### config.mk
export PLATFORM = sky130hd
export DESIGN_NAME = rvb_bitcnt_dispatch
export DESIGN_NICKNAME = d
export VERILOG_FILES = /design/src/rtl/rvb_bitcnt_dispatch.sv
export SDC_FILE = /design/constraint.sdc
export NUM_CORES = 1
export LEC_CHECK = 0
export BUFFER_PORTS_ARGS = -buffer_cell sky130_fd_sc_hd__buf_2
export CAP_MARGIN = 5
export CORE_MARGIN = 2
export CORE_UTILIZATION = 57
export CTS_CLUSTER_SIZE = 14
export DETAILED_ROUTE_END_ITERATION = 8
export GPL_TIMING_DRIVEN = 0
export PLACE_DENSITY = 0.85
export SLEW_MARGIN = 20
export SYNTH_ARGS = -nofsm -noshare
export SYNTH_HDL_FRONTEND = slang
export SYNTH_SLANG_ARGS = --single-unit
### constraint.sdc
create_clock -name clock -period 2.7 [get_ports clock]
set_input_delay 0.135 -clock clock [delete_from_list [all_inputs] [get_ports clock]]
set_output_delay 0.135 -clock clock [all_outputs]
set_load 0.05 [all_outputs]
### src/rtl/rvb_bitcnt_dispatch.sv
// Decode and dispatch for the bit-count op group: legality check, a 2-entry
// in-order FIFO, and head presentation to either the bit-count unit or the illegal-op port.
module rvb_bitcnt_dispatch #(
  parameter int unsigned XLEN = 64,
  parameter bit          BMAT = 1'b0
) (
  input  logic            clock,
  input  logic            resetn,
  input  logic            in_valid,
  output logic            in_ready,
  input  logic [31:0]     in_insn,
  input  logic [XLEN-1:0] in_rs1,
  input  logic [4:0]      in_tag,
  output logic            bc_valid,
  input  logic            bc_ready,
  output logic [XLEN-1:0] bc_rs1,
  output logic            bc_insn3,
  output logic            bc_insn20,
  output logic            bc_insn21,
  output logic            bc_insn22,
  output logic [4:0]      bc_tag,
  output logic            ill_valid,
  input  logic            ill_ready,
  output logic [4:0]      ill_tag,
  output logic [15:0]     ill_count
);

  typedef struct packed {
    logic [XLEN-1:0] rs1;
    logic            insn3;
    logic            insn20;
    logic            insn21;
    logic            insn22;
    logic [4:0]      tag;
    logic            ill;
  } entry_t;

  typedef enum logic [1:0] {OCC_EMPTY, OCC_ONE, OCC_TWO} occ_e;

  occ_e        occ_q, occ_d;
  entry_t      e0_q, e0_d, e1_q, e1_d;
  logic [15:0] cnt_q, cnt_d;
  entry_t      new_entry;
  logic        legal, push, pop, head_valid;
  logic        unused_insn;

  assign unused_insn = ^{in_insn[19:15], in_insn[11:7]};

  always_comb begin
    logic       enc_ok, op_imm, op_imm32;
    logic [4:0] sel;
    enc_ok   = (in_insn[31:25] == 7'b0110000) && (in_insn[14:12] == 3'b001);
    op_imm   = (in_insn[6:0] == 7'b0010011);
    op_imm32 = (in_insn[6:0] == 7'b0011011) && (XLEN == 64);
    sel      = in_insn[24:20];
    legal = enc_ok && (
              ((op_imm || op_imm32) && (sel == 5'd0 || sel == 5'd1 || sel == 5'd2)) ||
              (op_imm && (sel == 5'd4 || sel == 5'd5)) ||
              (op_imm && (XLEN == 64) && BMAT && (sel == 5'd3)));
    new_entry        = '0;
    new_entry.rs1    = in_rs1;
    new_entry.insn3  = in_insn[3];
    new_entry.insn20 = in_insn[20];
    new_entry.insn21 = in_insn[21];
    new_entry.insn22 = in_insn[22];
    new_entry.tag    = in_tag;
    new_entry.ill    = ~legal;
  end

  // A full FIFO refuses pushes regardless of a same-cycle pop, so in_ready never looks at the sinks.
  assign in_ready   = resetn && (occ_q != OCC_TWO);
  assign push       = in_valid && in_ready;
  assign head_valid = (occ_q != OCC_EMPTY);
  assign pop        = head_valid && (e0_q.ill ? ill_ready : bc_ready);

  // State register
  always_ff @(posedge clock) begin
    if (!resetn) begin
      occ_q <= OCC_EMPTY;
      e0_q  <= '0;
      e1_q  <= '0;
      cnt_q <= '0;
    end else begin
      occ_q <= occ_d;
      e0_q  <= e0_d;
      e1_q  <= e1_d;
      cnt_q <= cnt_d;
    end
  end

  // Next-state and datapath
  always_comb begin
    occ_d = occ_q;
    e0_d  = e0_q;
    e1_d  = e1_q;
    cnt_d = cnt_q;
    unique case (occ_q)
      OCC_EMPTY: if (push) begin
        occ_d = OCC_ONE;
        e0_d  = new_entry;
      end
      OCC_ONE: begin
        if (push && pop) e0_d = new_entry;
        else if (push) begin
          occ_d = OCC_TWO;
          e1_d  = new_entry;
        end else if (pop) occ_d = OCC_EMPTY;
      end
      OCC_TWO: if (pop) begin
        occ_d = OCC_ONE;
        e0_d  = e1_q;
      end
      default: occ_d = OCC_EMPTY;
    endcase
    if (pop && e0_q.ill && (cnt_q != 16'hFFFF)) cnt_d = cnt_q + 16'd1;
  end

  // Outputs: head registers gated so idle data reads as zero
  always_comb begin
    bc_valid  = head_valid && !e0_q.ill;
    ill_valid = head_valid && e0_q.ill;
    bc_rs1    = bc_valid ? e0_q.rs1 : '0;
    bc_insn3  = bc_valid && e0_q.insn3;
    bc_insn20 = bc_valid && e0_q.insn20;
    bc_insn21 = bc_valid && e0_q.insn21;
    bc_insn22 = bc_valid && e0_q.insn22;
    bc_tag    = bc_valid ? e0_q.tag : '0;
    ill_tag   = ill_valid ? e0_q.tag : '0;
    ill_count = cnt_q;
  end

endmodule
==> reports/results.txt, run 1 <==
outcome -> complete, no violations
cell count after synthesis -> 865
vias in the first global route -> 7,068
Final setup viols -> 0
via/cell ratio -> 5.52
row cnt -> 42
synthesized area -> 0.00780 mm²
antenna-violating nets left -> 0
core box area -> 0.0133 mm²
power density cells -> 560 mW/mm²
crit end category -> output port
DRC -> 0
initial core utilization -> 58.6%
part of the cycle the worst path needs -> 89.7%
most frequent cells in the layout -> nand2_1 (228), buf_2 (211), dfxtp_1 (166)
area delta synth->final -> 31.2%
syn_area_per_cell -> 9.01 µm²
Crit. Startpoint -> occ_q[0]
Final Power -> 5.73 mW
worst stage delay on the critical path -> 0.38 ns
hpwl dp -> 13,900 µm
CP most frequent cell -> nor2_1
ys flop type -> dfxtp_1
CTS H-Tree Depth -> 4
io pins -> 203
Inst Count DP -> 1,232
hold_ws -> 0.00857 ns
Setup Skew -> 0.00464 ns
DIE AREA -> 0.0146 mm²
critical path class -> reg2out
Worst Path Required -> 2.57 ns
share of cells above drive strength 1 -> 22.9%
commonest non-fill, non-tap cell in the layout -> nand2_1
routed len/inst -> 16.3 µm
remaining global-route overflow -> 0
Hold Path Origin -> in_insn[20]
largest net degree at the start of global routing -> 17
maximum vdd drop -> 0.000364 V
final core occ -> 76.9%
Synth Area in Adders -> 0.160%
FMAX -> 413 MHz
first drt pass iteration count -> 5
first-pass GRT wire length -> 34,800 µm
Yosys warning count -> 0
DIE WIDTH -> 121 µm
buffer depth of the longest clock path -> 2
Non-Filler Instances -> 1,334
setup bufs post-CTS -> 0
RePlAce Congestion -> 0.820
worst path arrival time -> 2.29 ns
Synth Area in XOR/XNOR -> 1.35%
post-synthesis mux area share -> 9.65%
fraction of registers with async set/reset -> 0%
max-slew violations -> 0
initial antenna violation count -> 1
final hold violation count -> 0
number of I/O port buffers -> 191
Reg-to-Reg Start -> ill_count[0]
Root Driver -> clkbuf_16
Synth Register Bits -> 166
max-cap violations -> 0
Hold Crit Class -> in2reg
Num CTS Buffers -> 17
CP max stage cell -> clkbuf_1
crit-path max FO -> 10
Worst-Skew Late Latency -> 0.43 ns
initial drt markers -> 447
Die H -> 121 µm
Clock Sinks -> 166
vias -> 7,358
largest family of logic cells by synthesized area -> simple AND/OR/NAND/NOR gates
minimum clock period -> 2.42 ns
Post-synth EDFFs -> 0
actual slew at the worst max-slew pin -> 0.614 ns
Slew Limit Headroom -> 58.9%
crit path cell chain -> buf_4 > nor2_1 > nor2_1 > clkbuf_2 > clkbuf_1 > and2_1 > buf_2
net count after synthesis -> 972
Distinct cells, synth -> 40
GR Util All Layers -> 29.9%
CTS tree -> done
Synth Area in Simple Gates -> 22.4%
RSZ-0062 raised after global routing -> no
compound-gate portion of the synthesized area -> 18.6%
final WL -> 21,700 µm
Clock Pin Slew Worst Setup and Hold Paths -> 0.06 ns
CP startpoint kind -> flip-flop
post-synthesis sequential area ratio -> 42.6%
setup TNS -> 0 ns
nets -> 1,254
standby leakage power -> 5.59 nW
per-layer routing:
layer	vias to the layer above	global-route usage, %	routed length (µm)
li1	3503	-	-
met1	3478	37.8	9250
met2	315	50.6	10500
met3	62	5.36	1310
met4	0	11.9	634
met5	-	0	0
flip-flops by register name, indices dropped and copies added (netlist names):
signal	cells
e1_q	74
e0_q	74
occ_q	2
ill_count	16
area by class of cell:
cell class	instances	area, µm²
Multi-Input combinational cell	626	4070
Sequential cell	166	3320
Fill cell	897	3070
Timing Repair Buffer	263	1680
Clock buffer	24	482
Buffer	70	394
Tap cell	176	220
Clock inverter	5	50.0
Inverter	3	11.3
Antenna cell	1	2.50
power by group:
group	switching, mW	internal [mW]	leakage [nW]
Combinational	0.504	0.353	3.97
Sequential	0.0608	2.56	1.35
Clock	0.925	1.32	0.266
logic make-up (layout without fill, tap and decap cells):
| group | Yosys count | count (layout) |
|---|---|---|
| and+or+nand+nor | 369 | 369 |
| AOI/OAI and AO/OA | 169 | 169 |
| DFF | 166 | 166 |
| muxes | 75 | 75 |
| buffers and inverters | 73 | 365 |
| xor gates and xnor gates | 12 | 12 |
| adders and majority gates | 1 | 1 |
| other | 0 | 1 |
critical path, delay by kind of cell (launching register included):
family        cells  cell delay [ns]
simple gates      3             0.41
buf+inv           4             1.14
flops             1             0.31
cell usage after synthesis, types with 3 or more instances:
cell / instances / area [µm²]
and2_1: 93 / 582
nand4_1: 9 / 56.3
o21ai_0: 6 / 30.0
mux2i_1: 74 / 741
buf_4: 16 / 120
nand2b_1: 4 / 25.0
nand3_1: 3 / 15.0
and3_1: 4 / 25.0
nor3_1: 5 / 25.0
inv_1: 3 / 11.3
buf_2: 20 / 100
nor2_1: 10 / 37.5
nand2_1: 228 / 856
a21boi_1: 53 / 398
xnor2_1: 5 / 43.8
xor2_1: 7 / 61.3
o211a_1: 75 / 751
clkbuf_1: 28 / 105
buf_6: 6 / 67.6
a21boi_0: 23 / 173
dfxtp_1: 166 / 3320
and4_1: 3 / 26.3
through the flow:
stage	worst slack, ns	area, µm²
after floorplan	0.668	7800
after global placement	0.533	8970
after detailed placement	0.499	8970
after CTS	0.0353	10200
after global routing	0.0590	10200
final	0.278	10200
final timing paths:
kind / end / slack (ns) / cells after the start
worst max-delay path: bc_rs1[54] / 0.28 / 7
worst min-delay path: e1_q[8] / 0.009 / 3
worst max register to register: ill_count[13] / 0.78 / 6
worst min register to register: e1_q[14] / 0.45 / 2
timing repair:
item	CTS	global route
resized for setup	0	2
setup endpoints to repair	0	60
endpoints found under the hold margin	72	0
hold buffers	72	0
Note: power is estimated with default switching activity, not from simulation.
==> inputs of run 2 (changes only) <==
--- a/config.mk
+++ b/config.mk
@@ -5,14 +5,15 @@
 export SDC_FILE = /design/constraint.sdc
 export NUM_CORES = 1
 export LEC_CHECK = 0
+export ABC_AREA = 1
 export BUFFER_PORTS_ARGS = -buffer_cell sky130_fd_sc_hd__buf_2
 export CAP_MARGIN = 5
 export CORE_MARGIN = 2
-export CORE_UTILIZATION = 57
+export CORE_UTILIZATION = 53
 export CTS_CLUSTER_SIZE = 14
 export DETAILED_ROUTE_END_ITERATION = 8
 export GPL_TIMING_DRIVEN = 0
-export PLACE_DENSITY = 0.85
+export PLACE_DENSITY = 0.8
 export SLEW_MARGIN = 20
 export SYNTH_ARGS = -nofsm -noshare
 export SYNTH_HDL_FRONTEND = slang
==> constraint.sdc (replaced) <==
create_clock -name clock -period 2.3 [get_ports clock]
set_input_delay 0.115 -clock clock [delete_from_list [all_inputs] [get_ports clock]]
set_output_delay 0.115 -clock clock [all_outputs]
set_load 0.1 [all_outputs]
==> run 2 against run 1 <==
Flip-flop and latch count is the same. Routed wire length up 6.0%. Largest power group unchanged. Critical path depth is 1 lower.
==> reports/results.txt, run 2 <==
Hold Crit Class -> in2reg (unchanged)
CTS H-Tree Depth -> 4 (unchanged)
Root Driver -> clkbuf_16 (unchanged)
Worst Path Required -> 2.18 ns (was 2.57 ns)
dpl ws -> -0.0100 ns (was 0.499 ns)
fin area -> 0.0104 mm² (was 0.0102 mm²)
top cells by count, synth -> nor2_1 (250), nand2_1 (211), dfxtp_1 (166) (was nand2_1 (228), dfxtp_1 (166), and2_1 (93))
nets -> 1,553 (was 1,254)
via/cell ratio -> 5.10 (was 5.52)
minimum clock period -> 2.22 ns
synthesized area -> 0.00771 mm² (was 0.00780 mm²)
CP startpoint kind -> flip-flop (unchanged)
setup bufs post-CTS -> 0 (unchanged)
number of I/O port buffers -> 191 (unchanged)
Worst-Skew Late Latency -> 0.44 ns (was 0.43 ns)
Die H -> 125 µm (was 121 µm)
worst path arrival time -> 2.11 ns (was 2.29 ns)
final worst slack -> 0.0775 ns (was 0.278 ns)
final WL -> 23,000 µm (was 21,700 µm)
initial drt markers -> 619 (was 447)
Synth Register Bits -> 166 (unchanged)
Reg-to-Reg Start -> ill_count[0] (unchanged)
DIE WIDTH -> 125 µm (was 121 µm)
FILL cells -> 1,162 (was 897)
hpwl dp -> 15,700 µm (was 13,900 µm)
Multi-input gate area -> 0.00372 mm² (was 0.00407 mm²)
area leader, netlist -> dfxtp_1 (unchanged)
Num CTS Buffers -> 17 (unchanged)
crit end category -> output port (unchanged)
Distinct cells, synth -> 21 (was 40)
buffer depth of the longest clock path -> 2 (unchanged)
max-slew violations -> 0 (unchanged)
core box area -> 0.0144 mm² (was 0.0133 mm²)
Crit. Startpoint -> occ_q[0] (unchanged)
standby leakage power -> 4.57 nW (was 5.59 nW)
final hold violation count -> 0 (unchanged)
fraction of registers with async set/reset -> 0% (unchanged)
FMAX -> 450 MHz
r2r worst-path depth -> 9 (was 6)
largest net degree at the start of global routing -> 17 (unchanged)
max-cap violations -> 0 (unchanged)
Register Area -> 0.00333 mm² (was 0.00332 mm²)
maximum vdd drop -> 0.000523 V (was 0.000364 V)
post-synth top area share -> 43.1% (was 42.6%)
DRC -> 0 (unchanged)
hold_ws -> 0.00196 ns (was 0.00857 ns)
critical path class -> reg2out (unchanged)
actual slew at the worst max-slew pin -> 0.723 ns (was 0.614 ns)
post-synthesis sequential area ratio -> 43.1% (was 42.6%)
Final setup viols -> 0 (unchanged)
first-pass GRT wire length -> 37,000 µm (was 34,800 µm)
Slew Limit Headroom -> 51.8% (was 58.9%)
net count after synthesis -> 1,292 (was 972)
met2 Use GR -> 49.7% (was 50.6%)
initial antenna violation count -> 0 (was 1)
vias in the first global route -> 7,613 (was 7,068)
Non-Filler Instances -> 1,643 (was 1,334)
most frequent cells in the layout -> nand2_1 (211), buf_2 (207), nor2_1 (191) (was nand2_1 (228), buf_2 (211), dfxtp_1 (166))
antenna-violating nets left -> 0 (unchanged)
routing usage on met1 -> 37.1% (was 37.8%)
outcome -> complete, no violations (unchanged)
RePlAce Congestion -> 0.907 (was 0.820)
io pins -> 203 (unchanged)
setup TNS -> 0 ns (unchanged)
area post-placement -> 0.00925 mm² (was 0.00897 mm²)
Hold Path Origin -> in_rs1[42] (was in_insn[20])
CTS tree -> done (unchanged)
first drt pass iteration count -> 5 (unchanged)
crit-path max FO -> 10 (unchanged)
part of the cycle the worst path needs -> 96.6%
syn_area_per_cell -> 6.51 µm² (was 9.01 µm²)
initial core utilization -> 53.7% (was 58.6%)
most common cell in the netlist -> nor2_1 (was nand2_1)
Clock Sinks -> 166 (unchanged)
routed len/inst -> 14.0 µm (was 16.3 µm)
vias -> 8,383 (was 7,358)
area delta synth->final -> 35.0% (was 31.2%)
RSZ-0062 raised after global routing -> yes (was no)
Clock Pin Slew Worst Setup and Hold Paths -> 0.06 ns (about the same)
Post-synth EDFFs -> 0 (unchanged)
met3 usage -> 6.49% (was 5.36%)
GR Util All Layers -> 29.3% (was 29.9%)
row cnt -> 44 (was 42)
Synth area leaders -> dfxtp_1 (43%), nor2_1 (12%), nand2_1 (10%) (was dfxtp_1 (43%), nand2_1 (11%), o211a_1 (9.6%))
remaining global-route overflow -> 0 (unchanged)
Yosys warning count -> 0 (unchanged)
GR peak layer -> met2 (unchanged)
share of cells above drive strength 1 -> 23.4% (was 22.9%)
power density cells -> 702 mW/mm² (was 560 mW/mm²)
ys flop type -> dfxtp_1 (unchanged)
Hold Path Stages -> 3 (unchanged)
DIE AREA -> 0.0155 mm² (was 0.0146 mm²)
Setup Skew -> 0.00713 ns (was 0.00464 ns)
cell count after synthesis -> 1,185 (was 865)
commonest non-fill, non-tap cell in the layout -> nand2_1 (unchanged)
n_diodes -> 0 (was 1)
Inst Count DP -> 1,560 (was 1,232)
[run 2: cell types whose count changed after synthesis, moves of 52 or more]
cell,previous run,this run
inv_1,3,155
o21ai_1,0,52
and2_1,93,0
a21boi_1,53,0
mux2i_1,74,0
a21oi_1,2,96
o211a_1,75,0
o21ai_0,6,145
nor2_1,10,250
[run 2: what timing repair did]
item / in CTS / in global routing
hold buffers: 51 / 0
endpoints found under the setup margin: 71 / 17
resized for setup: 14 / 10
endpoints found under the hold margin: 51 / 0
[run 2: critical path, cell delays in order (launching register included)]
cell,delay [ns]
dfxtp_1,0.34
nor2_2,0.25
nor2_4,0.07
inv_2,0.26
clkbuf_4,0.38
nor2_1,0.07
buf_2,0.29
[run 2: through the flow]
step / power (mW) / util [%]
2_1_floorplan: 3.99 / -
3_3_place_gp: 4.27 / 64.4
3_5_place_dp: 4.29 / 64.4
4_1_cts: 7.29 / 72.4
5_1_grt: 7.54 / 72.5
6_report: 7.31 / 72.5
[run 2: path summary, 6_finish.rpt]
path | endpoint | slack [ns]
hold / removal | e1_q[52] | 0.002
setup reg to reg | ill_count[4] | 0.38
hold reg to reg | e1_q[56] | 0.45
setup / recovery | bc_rs1[56] | 0.08
[run 2: kinds of logic (layout without fill, tap and decap cells)]
logic type / after synthesis / count (layout) / share of synthesized area [%]
simple gates: 480 / 480 / 23.8
flops: 166 / 166 / 43.1
xor+xnor: 6 / 6 / 0.681
buf+inv: 238 / 512 / 13.2
fa+ha+maj: 1 / 1 / 0.162
compound gates: 294 / 294 / 19.1
[run 2: layout make-up]
cell class,instances,area share (%)
multi-input cells,781,35.8
flip-flops and latches,166,31.9
repair buffers,242,14.2
inverters,163,5.88
clock buffers,23,4.69
plain buffers,75,4.16
well taps,184,2.21
clock inverters,9,1.18
[run 2: routing by layer]
layer / up-vias / share of wire [%]
met3: 44 / 6.9
li1: 4201 / -
met4: 0 / 1.7
met1: 3787 / 44
met5: - / 0
met2: 351 / 48
[run 2: report_power, final]
part	leakage, nW	total (mW)	internal, mW	switching, mW
clock	0.303	2.98	1.81	1.17
combinational	2.91	1.23	0.377	0.854
sequential	1.35	3.10	3.03	0.0682
total	4.57	7.31	5.22	2.09
